$ cat config.mk
export PLATFORM = sky130hd
export DESIGN_NAME = mem_port_arbiter
export DESIGN_NICKNAME = d
export VERILOG_FILES = /design/src/rtl/mem_port_arbiter.sv
export SDC_FILE = /design/constraint.sdc
export NUM_CORES = 1
export LEC_CHECK = 0
export CAP_MARGIN = 40
export CORE_AREA = 2 2 234 236
export CTS_CLUSTER_DIAMETER = 200
export CTS_CLUSTER_SIZE = 20
export DETAILED_ROUTE_END_ITERATION = 12
export DIE_AREA = 0 0 236 238
export PLACE_DENSITY = 0.54
export SLEW_MARGIN = 20
export SYNTH_ARGS = -nofsm -noshare
export SYNTH_HDL_FRONTEND = slang
export SYNTH_SLANG_ARGS = --single-unit
$ cat constraint.sdc
create_clock -name clk -period 1.6 [get_ports clk]
set_clock_uncertainty 0.1 [all_clocks]
set_input_delay 0.16 -clock clk [delete_from_list [all_inputs] [get_ports clk]]
set_output_delay 0.16 -clock clk [all_outputs]
set_load 0.01 [all_outputs]
$ cat src/rtl/mem_port_arbiter.sv
// mem_port_arbiter: IF/LS arbiter and sequencer for the single memory port.
// Define MEM_ARB_RR_EN for round-robin arbitration (default: LS over IF).
module mem_port_arbiter #(
  parameter int unsigned LAT = 1
) (
  input  logic        clk,
  input  logic        rst_n,
  input  logic        if_req_valid,
  output logic        if_req_ready,
  input  logic [63:0] if_addr,
  output logic        if_resp_valid,
  output logic [63:0] if_rdata,
  input  logic        ls_req_valid,
  output logic        ls_req_ready,
  input  logic        ls_we,
  input  logic [63:0] ls_addr,
  input  logic [63:0] ls_wdata,
  input  logic [7:0]  ls_wmask,
  output logic        ls_resp_valid,
  output logic [63:0] ls_rdata,
  output logic [63:0] mem_raddr,
  output logic        mem_read,
  output logic [63:0] mem_waddr,
  output logic [63:0] mem_wdata,
  output logic [7:0]  mem_wmask,
  output logic        mem_write,
  input  logic [63:0] mem_rdata,
  output logic        busy
);

  typedef enum logic [1:0] {
    IDLE   = 2'd0,
    ACCESS = 2'd1,
    RESP   = 2'd2
  } state_t;

  localparam logic [3:0] CNT_INIT = 4'(LAT - 1);

  state_t      state;
  state_t      state_nxt;
  logic [3:0]  cnt;
  logic        win_ls;
  logic        lat_we;
  logic [63:0] lat_addr;
  logic [63:0] lat_wdata;
  logic [7:0]  lat_wmask;
  logic [63:0] if_rdata_q;
  logic [63:0] ls_rdata_q;
  logic        ls_pri;
  logic        grant_ls;
  logic        accept;
  logic        strobe;

`ifdef MEM_ARB_RR_EN
  logic last_ls;

  always_ff @(posedge clk) begin
    if (!rst_n) last_ls <= 1'b0;
    else if (accept) last_ls <= grant_ls;
  end

  assign ls_pri = ~last_ls;
`else
  assign ls_pri = 1'b1;
`endif

  assign grant_ls = ls_req_valid & (~if_req_valid | ls_pri);
  assign accept   = if_req_ready | ls_req_ready;
  assign strobe   = (state == ACCESS) && (cnt == 4'd0);

  always_ff @(posedge clk) begin
    if (!rst_n) state <= IDLE;
    else state <= state_nxt;
  end

  always_comb begin
    state_nxt = state;
    unique case (state)
      IDLE:    if (accept) state_nxt = ACCESS;
      ACCESS:  if (cnt == 4'd0) state_nxt = RESP;
      RESP:    state_nxt = IDLE;
      default: state_nxt = IDLE;
    endcase
  end

  // Strobes and responses are gated by rst_n so a reset abandons cleanly.
  always_comb begin
    if_req_ready  = 1'b0;
    ls_req_ready  = 1'b0;
    mem_read      = 1'b0;
    mem_write     = 1'b0;
    if_resp_valid = 1'b0;
    ls_resp_valid = 1'b0;
    busy          = (state != IDLE);
    unique case (1'b1)
      (state == IDLE): begin
        if_req_ready = rst_n & if_req_valid & ~grant_ls;
        ls_req_ready = rst_n & grant_ls;
      end
      (state == ACCESS): begin
        mem_read  = rst_n & strobe & ~lat_we;
        mem_write = rst_n & strobe & lat_we;
      end
      (state == RESP): begin
        if_resp_valid = rst_n & ~win_ls;
        ls_resp_valid = rst_n & win_ls;
      end
      default: ;
    endcase
  end

  always_ff @(posedge clk) begin
    if (!rst_n) begin
      cnt        <= 4'd0;
      win_ls     <= 1'b0;
      lat_we     <= 1'b0;
      lat_addr   <= 64'd0;
      lat_wdata  <= 64'd0;
      lat_wmask  <= 8'd0;
      if_rdata_q <= 64'd0;
      ls_rdata_q <= 64'd0;
    end else begin
      if (accept) begin
        cnt       <= CNT_INIT;
        win_ls    <= grant_ls;
        lat_we    <= grant_ls & ls_we;
        lat_addr  <= grant_ls ? ls_addr : if_addr;
        lat_wdata <= grant_ls ? ls_wdata : 64'd0;
        lat_wmask <= grant_ls ? ls_wmask : 8'd0;
      end else if ((state == ACCESS) && (cnt != 4'd0)) begin
        cnt <= cnt - 4'd1;
      end
      if (strobe && !lat_we) begin
        if (win_ls) ls_rdata_q <= mem_rdata;
        else if_rdata_q <= mem_rdata;
      end
    end
  end

  assign mem_raddr = lat_addr;
  assign mem_waddr = lat_addr;
  assign mem_wdata = lat_wdata;
  assign mem_wmask = lat_wmask;
  assign if_rdata  = if_rdata_q;
  assign ls_rdata  = ls_rdata_q;

endmodule

==> summary.txt <==
STA
  • Final Hold Fails: 1
  • Maximum clock rate: about 440 MHz
  • Hold slack: -0.0395 ns
  • Worst-Margin Slew: around 0.55 ns
  • Max-Slew Margin vs Limit: 63.1%
  • Tcrit/Tclk final: 140%
  • Final setup viols: 267
  • RSZ-0062 raised after global routing: yes
  • Pins over their slew limit: 0
  • Final worst slack: -0.648 ns
  • Minimum clock period after layout: 2.25 ns

Global route
  • Gr usage total: approximately a fifth
  • First-pass GRT wire length: slightly above 80000 µm
  • Largest net degree at the start of global routing: 87
  • Initial antenna violation count: 1
  • GR Overflow Total: 0
  • Vias in the first global route: around 12000

Floorplanning
  • Io pins: between 600 and 700
  • CORE AREA: roughly 53000 µm²
  • Die width: 236 µm
  • Initial Util: between 20% and 30%
  • Std-Cell Rows: 85
  • DIE HEIGHT: 238 µm
  • Die ar.: roughly 56000 µm²

Status
  • Outcome: complete, but fails checks
  • Failing checks: hold timing, setup timing

Worst hold path
  • Hold Path Sink: state[1]
  • Worst Hold Launch: rst_n
  • Worst hold path class: input port to register
  • Hold depth: 4

Setup path
  • Endpoint type of the worst setup path: primary output
  • FF-to-FF path depth: 11
  • Crit path max-delay family: simple AND/OR/NAND/NOR gates
  • Internal reg-to-reg setup slack: -0.60 ns
  • Worst EP required: 1.34 ns
  • Worst Path Arrival: a little under 2 ns
  • Startpoint Class: register
  • CP Class: register to primary output
  • CP cell instances: inv_2 > ha_4 > or3b_4 > buf_12 > nor4_4 > buf_6
  • Crit-path slowest cell: or3b_4
  • WP depth: 6
  • R2R Path End: if_rdata[42]
  • Buf/Inv on CP: 3
  • Max incr delay on CP: approximately 0.40 ns
  • Worst-path fanout max: 2
  • RR Startpoint: cnt[1]

Clock tree
  • Inserted Clock Buffers: 17
  • Clock Tree Buf Depth: 3
  • Hold_buf cts: 1
  • Clk_lat worst skew: between 0.5 and 0.6 ns
  • Root Driver: clkbuf_16
  • CTS H-tree depth: 1
  • TritonCTS clock tree: built
  • Clock transition at the registers of the reported paths: roughly 0.10 ns
  • Sink Count: between 200 and 300

Power and ir drop
  • Maximum VDD drop: approximately 0.52 mV
  • PD cells: around 750 nW/µm²
  • Leakage: approximately 8.6 nW

Cells and area
  • Area grow syn2layout: 89.1%
  • Nets: roughly 2000
  • Layout cells sized above 1: between 20% and 30%
  • Non-Filler Instances: ~2500
  • Antenna Cells: 0

Place
  • Placed Cells: around 2400
  • Detail Placement HPWL: 37100 µm
  • IO Port Bufs: 603
  • GPL Wtd Cong: roughly 0.81

Drt
  • DRT Pass-1 Iters: 5
  • DRT iter0 DRCs: 581
  • Via Count: ~12000
  • Wire length per cell: 23.3 µm
  • Via density: 4.79
  • Final ANT Viol Nets: 0
  • Final wirelength: between 50000 and 60000 µm
  • DR DRC count: 0

Yosys
  • Post-Synthesis Cells: ~1200
  • Post-synth EDFFs: 0
  • Async S/R FF share, synth: 0%
  • Ys Warns: 0
  • Post-synthesis sequential area ratio: around half
  • Unique masters post-synth: 41
  • Seq cells post-synth: ~270
  • Syn Nets: 1440
  • Post-Syn Area: 11000 µm²
  • Mean Syn Cell Area: between 9 and 10 µm²
  • Top_reg_cell synth: dfxtp_1

Job
  • Max-cap violations: 0
==> layer usage <==
layer	wire length (µm)	part of all wire, %	up-vias	track usage (%)
met1	22100	39	5725	21.4
met4	1880	3.3	2	5.39
li1	-	-	5482	-
met3	3860	6.7	88	4.04
met5	11	0.019	-	0
met2	29400	51	486	35.6
==> cell families after synthesis <==
group / synth area share [%]
and+or+nand+nor: 7.79
buffers and inverters: 10.3
adders and majority gates: 0.114
muxes: 5.85
DFF: 49.7
AOI/OAI and AO/OA: 26.3
==> stage by stage <==
stage               setup slack, ns  total power, mW  cell area, µm²  TNS, ns  util, %
finish                       -0.648             15.6           20700   -85.13     38.7
global route                 -0.713             16.2           20700   -99.72     38.7
CTS                          -0.746             15.6           20300   -78.33     38.0
detailed placement           -0.532             11.0           17800   -80.03     33.2
global placement             -0.488             11.0           17800   -72.19     33.2
floorplan                   -0.0910             8.87           11100    -4.23        -
==> final cells by class <==
type                       count  area [µm²]
sequential                   272        5470
multi-input combinational    696        5610
inverter                       5        26.3
clock inverter                 1        8.76
tap                          696         871
fill                        5408       32800
clock buffer                  17         425
timing repair buffer         771        8320
==> worst register-to-register path, stage by stage (launching register included) <==
cell,delay [ns]
dfxtp_2,0.34
inv_2,0.06
ha_4,0.13
or3b_4,0.40
buf_12,0.14
buf_4,0.13
buf_12,0.14
buf_12,0.15
buf_12,0.15
buf_16,0.14
o21ai_4,0.12
a21oi_2,0.06
==> worst max path at each step <==
| stage | startpoint | end | slack (ns) |
|---|---|---|---|
| 2_1_floorplan | cnt[1] | mem_write | -0.09 |
| 3_5_place_dp | cnt[1] | ls_rdata[42] | -0.53 |
| 5_1_grt | cnt[1] | mem_read | -0.71 |
| 3_3_place_gp | if_req_valid | if_req_ready | -0.49 |
| 6_report | cnt[1] | mem_read | -0.65 |
| 4_1_cts | cnt[0] | mem_read | -0.75 |
==> cell usage in the layout (no fill, tap or decap), types with 3 or more instances in the layout <==
master / instances
a21oi_1: 94
mux2i_1: 64
nand3_1: 128
a22o_1: 70
buf_4: 63
buf_12: 50
o21ai_2: 105
dfxtp_1: 259
o31ai_1: 3
buf_16: 27
nand4_1: 3
a31oi_1: 61
clkdlybuf4s50_1: 266
clkdlybuf4s15_2: 5
o21ai_4: 24
o21ai_0: 3
dlygate4sd2_1: 315
clkdlybuf4s15_1: 5
clkbuf_16: 24
a211oi_1: 23
a211oi_2: 42
a21oi_2: 41
dfxtp_2: 11
buf_6: 19
buf_8: 11
==> sequential cells by signal, indices dropped and copies added (netlist names) <==
| name | flops |
|---|---|
| mem_raddr | 64 |
| if_rdata | 64 |
| win_ls | 1 |
| cnt | 4 |
| mem_wmask | 8 |
| lat_we | 1 |
| mem_wdata | 64 |
| state | 2 |
| ls_rdata | 64 |
==> power breakdown <==
group / leakage [nW] / internal [mW] / switching [mW]
clock: 0.214 / 1.92 / 2.49
combinational: 6.18 / 1.98 / 1.78
sequential: 2.23 / 7.13 / 0.275
==> synth_stat cells, types with 4 or more instances <==
library cell / count / area (µm²)
a22o_1: 70 / 613
buf_1: 11 / 41.3
buf_2: 55 / 275
clkbuf_1: 58 / 218
buf_6: 7 / 78.8
a211oi_1: 65 / 488
a21oi_1: 136 / 681
a31oi_1: 64 / 400
mux2i_1: 64 / 641
buf_4: 66 / 495
o21ai_1: 77 / 385
dfxtp_1: 272 / 5450
nand3_1: 129 / 646
o21ai_0: 55 / 275
nor2_1: 4 / 15.0
==> timing repair <==
| item | in CTS | in global routing |
|---|---|---|
| setup endpoints to repair | 578 | 275 |
| setup buffers | 42 | 19 |
| hold endpoints to repair | 4 | 1 |
| resized for setup | 705 | 110 |
| cloned | 39 | 9 |
| pin swaps | 256 | 88 |
No activity file was read; power rests on OpenSTA's default activity.
